`config.mk`:
```
export PLATFORM = sky130hd
export DESIGN_NAME = psum_seq_ctrl
export DESIGN_NICKNAME = d
export VERILOG_FILES = /design/src/rtl/psum_ctrl_pkg.sv /design/src/rtl/psum_addr_gen.sv /design/src/rtl/psum_seq_ctrl.sv
export SDC_FILE = /design/constraint.sdc
export NUM_CORES = 1
export LEC_CHECK = 0
export ABC_AREA = 1
export ABC_CLOCK_PERIOD_IN_PS = 3300
export CORE_ASPECT_RATIO = 0.5
export CORE_MARGIN = 1
export CORE_UTILIZATION = 57
export CTS_CLUSTER_SIZE = 25
export DETAILED_ROUTE_END_ITERATION = 8
export MAX_ROUTING_LAYER = met4
export PLACE_DENSITY = 0.88
export SLEW_MARGIN = 20
export SYNTH_ARGS = -nofsm -noshare
export SYNTH_HDL_FRONTEND = slang
export SYNTH_HIERARCHICAL = 1
export SYNTH_SLANG_ARGS = --single-unit
```
`constraint.sdc`:
```
create_clock -name clk -period 3.3 [get_ports clk]
set_input_delay 0.825 -clock clk [delete_from_list [all_inputs] [get_ports clk]]
set_output_delay 0.825 -clock clk [all_outputs]
set_load 0.005 [all_outputs]
```
`src/rtl/psum_ctrl_pkg.sv`:
```
// Shared types and constants for the partial-sum sequencer and its address generator.
package psum_ctrl_pkg;

  typedef enum logic [2:0] {IDLE, CLEAR, ACCUM, DRAIN, DONE} state_t;

  localparam int BUF_DEPTH    = 30;
  localparam int BEAT_STRIDE  = 8;
  localparam int FIRST_SPAN   = 6;
  localparam int DRAIN_CYCLES = 4;
  localparam int DRAIN_W      = $clog2(DRAIN_CYCLES);

  typedef struct packed {
    logic [2:0] mode;
    logic [2:0] rows;
  } cfg_t;

  // Out-of-range row counts fold onto the nearest legal value.
  function automatic logic [2:0] clamp_rows(input logic [2:0] r, input logic [2:0] max_r);
    if (r == 3'd0) return 3'd1;
    if (r > max_r) return max_r;
    return r;
  endfunction

endpackage

```
`src/rtl/psum_addr_gen.sv`:
```
// Psum buffer head address for beat index k: 0 for the first beat, then FIRST_SPAN + (k-1)*BEAT_STRIDE.
module psum_addr_gen
  import psum_ctrl_pkg::*;
(
  input  logic [2:0] k,
  output logic [5:0] head
);

  logic [6:0] raw;

  always_comb begin
    raw = 7'(FIRST_SPAN) + 7'(BEAT_STRIDE) * (7'(k) - 7'd1);
    if (k == 3'd0)                     head = '0;
    else if (raw > 7'(BUF_DEPTH - 1))  head = 6'(BUF_DEPTH - 1);
    else                               head = raw[5:0];
  end

endmodule

```
`src/rtl/psum_seq_ctrl.sv`:
```
// Layer sequencer for the psum buffer: clear, accumulate rows*chans beats, drain, done.
// Optional stall counter output enabled by defining PSUM_SEQ_CTRL_PERF_EN.
module psum_seq_ctrl
  import psum_ctrl_pkg::*;
#(
  parameter int MAX_ROWS = 4,
  parameter int CHAN_W   = 8
) (
  input  logic              clk,
  input  logic              rst,
  input  logic              start,
  input  logic [2:0]        cfg_mode,
  input  logic [2:0]        cfg_rows,
  input  logic [CHAN_W-1:0] cfg_chans,
  input  logic              pe_valid,
  output logic              pe_ready,
  output logic              buf_clear,
  output logic              buf_enable,
  output logic              buf_first,
  output logic              buf_last,
  output logic [5:0]        buf_head_addr,
  output logic [2:0]        buf_mode,
  output logic              busy,
  output logic              done
`ifdef PSUM_SEQ_CTRL_PERF_EN
  ,
  output logic [15:0]       perf_stall_cnt
`endif
);

  localparam logic [2:0]        MAX_ROWS_L = 3'(MAX_ROWS);
  localparam logic [CHAN_W-1:0] ONE_C      = CHAN_W'(1);

  state_t              state, state_nxt;
  cfg_t                cfg_q;
  logic [CHAN_W-1:0]   chans_q;
  logic [CHAN_W-1:0]   pass_q;
  logic [2:0]          k_q;
  logic [DRAIN_W-1:0]  drain_q;
  logic [5:0]          head;
  logic                last_beat, last_pass, accept;

  assign last_beat = (k_q == cfg_q.rows - 3'd1);
  assign last_pass = (pass_q == chans_q - ONE_C);
  assign accept    = (state == ACCUM) && pe_valid;

  psum_addr_gen u_addr (
    .k    (k_q),
    .head (head)
  );

  always_ff @(posedge clk) begin
    if (rst) state <= IDLE;
    else     state <= state_nxt;
  end

  always_comb begin
    state_nxt     = state;
    pe_ready      = 1'b0;
    buf_enable    = 1'b0;
    buf_clear     = 1'b0;
    buf_first     = 1'b0;
    buf_last      = 1'b0;
    buf_head_addr = '0;
    busy          = (state != IDLE);
    done          = 1'b0;
    case (state)
      IDLE:  if (start) state_nxt = CLEAR;
      CLEAR: begin
        buf_clear = 1'b1;
        state_nxt = ACCUM;
      end
      ACCUM: begin
        pe_ready   = 1'b1;
        buf_enable = pe_valid;
        // Address and framing only escape while a beat is actually written.
        if (pe_valid) begin
          buf_first     = (k_q == 3'd0);
          buf_last      = (cfg_q.rows > 3'd1) && last_beat;
          buf_head_addr = head;
          if (last_beat && last_pass) state_nxt = DRAIN;
        end
      end
      DRAIN: if (drain_q == DRAIN_W'(DRAIN_CYCLES - 1)) state_nxt = DONE;
      DONE: begin
        done      = 1'b1;
        state_nxt = IDLE;
      end
      default: state_nxt = IDLE;
    endcase
  end

  always_ff @(posedge clk) begin
    if (rst) begin
      cfg_q   <= '0;
      chans_q <= '0;
      pass_q  <= '0;
      k_q     <= '0;
      drain_q <= '0;
    end else begin
      if (state == IDLE && start) begin
        cfg_q.mode <= cfg_mode;
        cfg_q.rows <= clamp_rows(cfg_rows, MAX_ROWS_L);
        chans_q    <= (cfg_chans == '0) ? ONE_C : cfg_chans;
        pass_q     <= '0;
        k_q        <= '0;
        drain_q    <= '0;
      end
      if (accept) begin
        if (last_beat) begin
          k_q    <= '0;
          pass_q <= pass_q + ONE_C;
        end else begin
          k_q <= k_q + 3'd1;
        end
      end
      if (state == DRAIN) drain_q <= drain_q + DRAIN_W'(1);
    end
  end

  assign buf_mode = cfg_q.mode;

`ifdef PSUM_SEQ_CTRL_PERF_EN
  always_ff @(posedge clk) begin
    if (rst)                                                    perf_stall_cnt <= '0;
    else if (state == IDLE && start)                            perf_stall_cnt <= '0;
    else if (state == ACCUM && !pe_valid && perf_stall_cnt != 16'hFFFF)
                                                                perf_stall_cnt <= perf_stall_cnt + 16'd1;
  end
`endif

endmodule

```
==> results.sh <==
export IMPL_status="finished, final reports clean"
export IMPL_crit_type="in2out"
export IMPL_grt_setup_unrepaired="no"
export IMPL_post_cts_repair_setup_buffers=0
export IMPL_wirelength_mm=4.50
export IMPL_postCtsHoldBufs=0
export IMPL_cts_buffer_depth=2
export IMPL_grt_pass1_wl_mm=7.53
export IMPL_stdcell_area_um2=2360
export IMPL_wl_per_cell_um=12.2
export IMPL_syn_inst=299
export IMPL_power_frac_comb=0.475
export IMPL_instances_no_fill=370
export IMPL_syn_area_um2=1960
export IMPL_synth_seq_area_share=0.306
export IMPL_critPathMaxFanout=7
export IMPL_gp_congestion=0.866
export IMPL_cp_common_cell="clkdlybuf4s50_1"
export IMPL_end_kind="primary output"
export IMPL_worst_hold_slack_ns=0.477
export IMPL_p_sw_mw=0.622
export IMPL_cts_resized=0
export IMPL_fin_skew_ns=0.00278
export IMPL_core_um2=3140
export IMPL_critPathLaunchType="primary input"
export IMPL_finalHoldViolCount=0
export IMPL_cts_tree="done"
export IMPL_syn_nets=326
export IMPL_cap_violations=0
export IMPL_fin_util=0.753
export IMPL_p_seq_frac=0.334
export IMPL_portBuffers=32
export IMPL_leakagePower_nw=1.09
export IMPL_overflow=0
export IMPL_sw_frac_of_total=0.423
export IMPL_path_clk_slew_ns=0.06
export IMPL_slowest_stage="clkdlybuf4s50_1"
export IMPL_fin_crit_sh=0.963
export IMPL_synth_warnings=6
export IMPL_rows=14
export IMPL_ant_nets=0
export IMPL_setup_viol=0
export IMPL_diodes=0
export IMPL_cts_htree_levels=2
export IMPL_crit_arrival_ns=2.35
export IMPL_crit_family="buffers and inverters"
export IMPL_syn_avg_cell_area_um2=6.57
export IMPL_post_place_cells=363
export IMPL_slowest_delay_ns=0.53
export IMPL_grt_antenna_before_repair=0
export IMPL_cts_root_buf="clkbuf_8"
export IMPL_fillers=241
export IMPL_fp_dieH_um=43.5
export IMPL_cp_required_ns=2.47
export IMPL_p_per_area_nw_per_um2=623
export IMPL_ios=34
export IMPL_cts_sink_count=30
export IMPL_cp_num_buf_inv=3
export IMPL_firstDrtPassIters=4
export IMPL_synth_distinct_cells=34
export IMPL_dieArea_um2=3700
export IMPL_vias=1976
export IMPL_grt_pass1_vias=1758
export IMPL_cp_cell_sequence="clkdlybuf4s50_1 -> nand2_4 -> nor2_8 -> inv_2 -> nor2_1 -> clkdlybuf4s50_1"
export IMPL_numCtsBuffers=5
export IMPL_dpl_instance_area_um2=2280
export IMPL_fin_setup_tns_ns=0
export IMPL_syn_to_final_growth_pct=20.3
export IMPL_timing_fmax_ghz=0.315
export IMPL_intPower_mw=0.848
export IMPL_final_nets=357
export IMPL_vias_per_cell=5.34
export IMPL_hpwl_mm=3.31
export IMPL_clkPwrFrac=0.191
export IMPL_clk_latency_ns=0.28
export IMPL_start_util=0.626
export IMPL_ys_seq_elements=30
export IMPL_drive_gt1_frac=0.109
export IMPL_grt_total_usage=0.273
export IMPL_grt_max_degree=30
export IMPL_slew_viol_final=0
export IMPL_die_w_um=85.0
export IMPL_period_minus_slack_ns=3.18
export IMPL_drt_initial_drc_count=135
export IMPL_drcViolationCount=0
export IMPL_hold_path_class="reg2reg"
export IMPL_worst_ir_drop_vdd_uv=417
flip-flops by register name, indices dropped and copies added (netlist names):
signal	flops
state	3
drain_q	2
buf_mode	3
chans_q	8
k_q	3
cfg_q	3
pass_q	8
synthesized netlist by cell type, drive strengths merged:
cell	instances	area, µm²
nand2	76	325
nor2	51	243
inv	43	161
dfxtp	30	601
a21oi	23	115
o21ai	17	85.1
nand3	15	75.1
ha	9	113
buf	8	58.8
a211oi	4	30.0
nor3	3	15.0
xnor2	3	26.3
clkbuf	2	7.51
nand4	2	12.5
nor4	2	12.5
or2	2	12.5
xor2	2	17.5
a22oi	1	7.51
clkinv	1	8.76
conb	1	3.75
nand3b	1	7.51
o2111a	1	11.3
o211ai	1	7.51
o22ai	1	6.26
layout by cell type, fill, tap and decap left out, types with 3 or more instances in the layout:
cell	count
a21oi_1	23
clkbuf_8	5
nand2_1	66
nor2_1	44
a211oi_1	4
clkdlybuf4s50_1	32
o21ai_0	15
nand3_1	15
inv_2	8
ha_1	9
nor2_4	4
inv_1	35
dfxtp_1	30
nor3_1	3
nand2_4	3
nand2_2	7
xnor2_1	3
stage by stage:
stage	setup WS, ns	total power [mW]
global route	0.0445	1.59
floorplan	1.10	1.01
detailed placement	0.129	1.19
finish	0.122	1.47
global placement	0.199	1.16
CTS	0.129	1.47
worst paths after layout:
check | slack, ns | end | startpoint | cells past startpoint
max reg2reg | 1.45 | pass_q[1]$_SDFF_PP0_ | cfg_q[0]$_SDFFE_PP0P_ | 11
min | 0.48 | cfg_q[1]$_SDFFE_PP0P_ | cfg_q[1]$_SDFFE_PP0P_ | 2
min reg2reg | 0.48 | cfg_q[1]$_SDFFE_PP0P_ | cfg_q[1]$_SDFFE_PP0P_ | 2
max | 0.12 | buf_last | pe_valid | 6
layer usage:
layer	wire (µm)	vias up	GRT usage
li1	-	1004	-
met4	101	0	0.108
met3	283	11	0.0686
met2	2040	68	0.455
met5	0	-	-
met1	2080	893	0.323
tightest hold or removal path: stages (launching register included):
cell and delay [ns]:
dfxtp_1 0.31, nand2_1 0.06, a21oi_1 0.06
cell families after synthesis:
family,after synthesis,share of synthesized area
DFF,30,0.306
AOI/OAI and AO/OA,48,0.134
buffers and inverters,54,0.120
and+or+nand+nor,152,0.358
xor gates and xnor gates,5,0.0223
adders and majority gates,9,0.0574
other,1,0.00191
layout make-up:
cell class	count	area [µm²]	share of cell area
Multi-Input combinational cell	215	1130	0.477
Sequential cell	30	601	0.254
Timing Repair Buffer	34	335	0.142
Inverter	44	170	0.0721
Clock buffer	5	68.8	0.0291
Tap cell	40	50.0	0.0212
Clock inverter	2	10.0	0.00424
power by group through the flow:
stage / sequential, mW / combinational, mW / clock (mW)
final: 0.491 / 0.699 / 0.280
after global routing: 0.499 / 0.797 / 0.297
after CTS: 0.490 / 0.696 / 0.282
after detailed placement: 0.497 / 0.689 / 0
after global placement: 0.493 / 0.663 / 0
after floorplan: 0.484 / 0.526 / 0
Note: power is estimated with default switching activity, not from simulation.
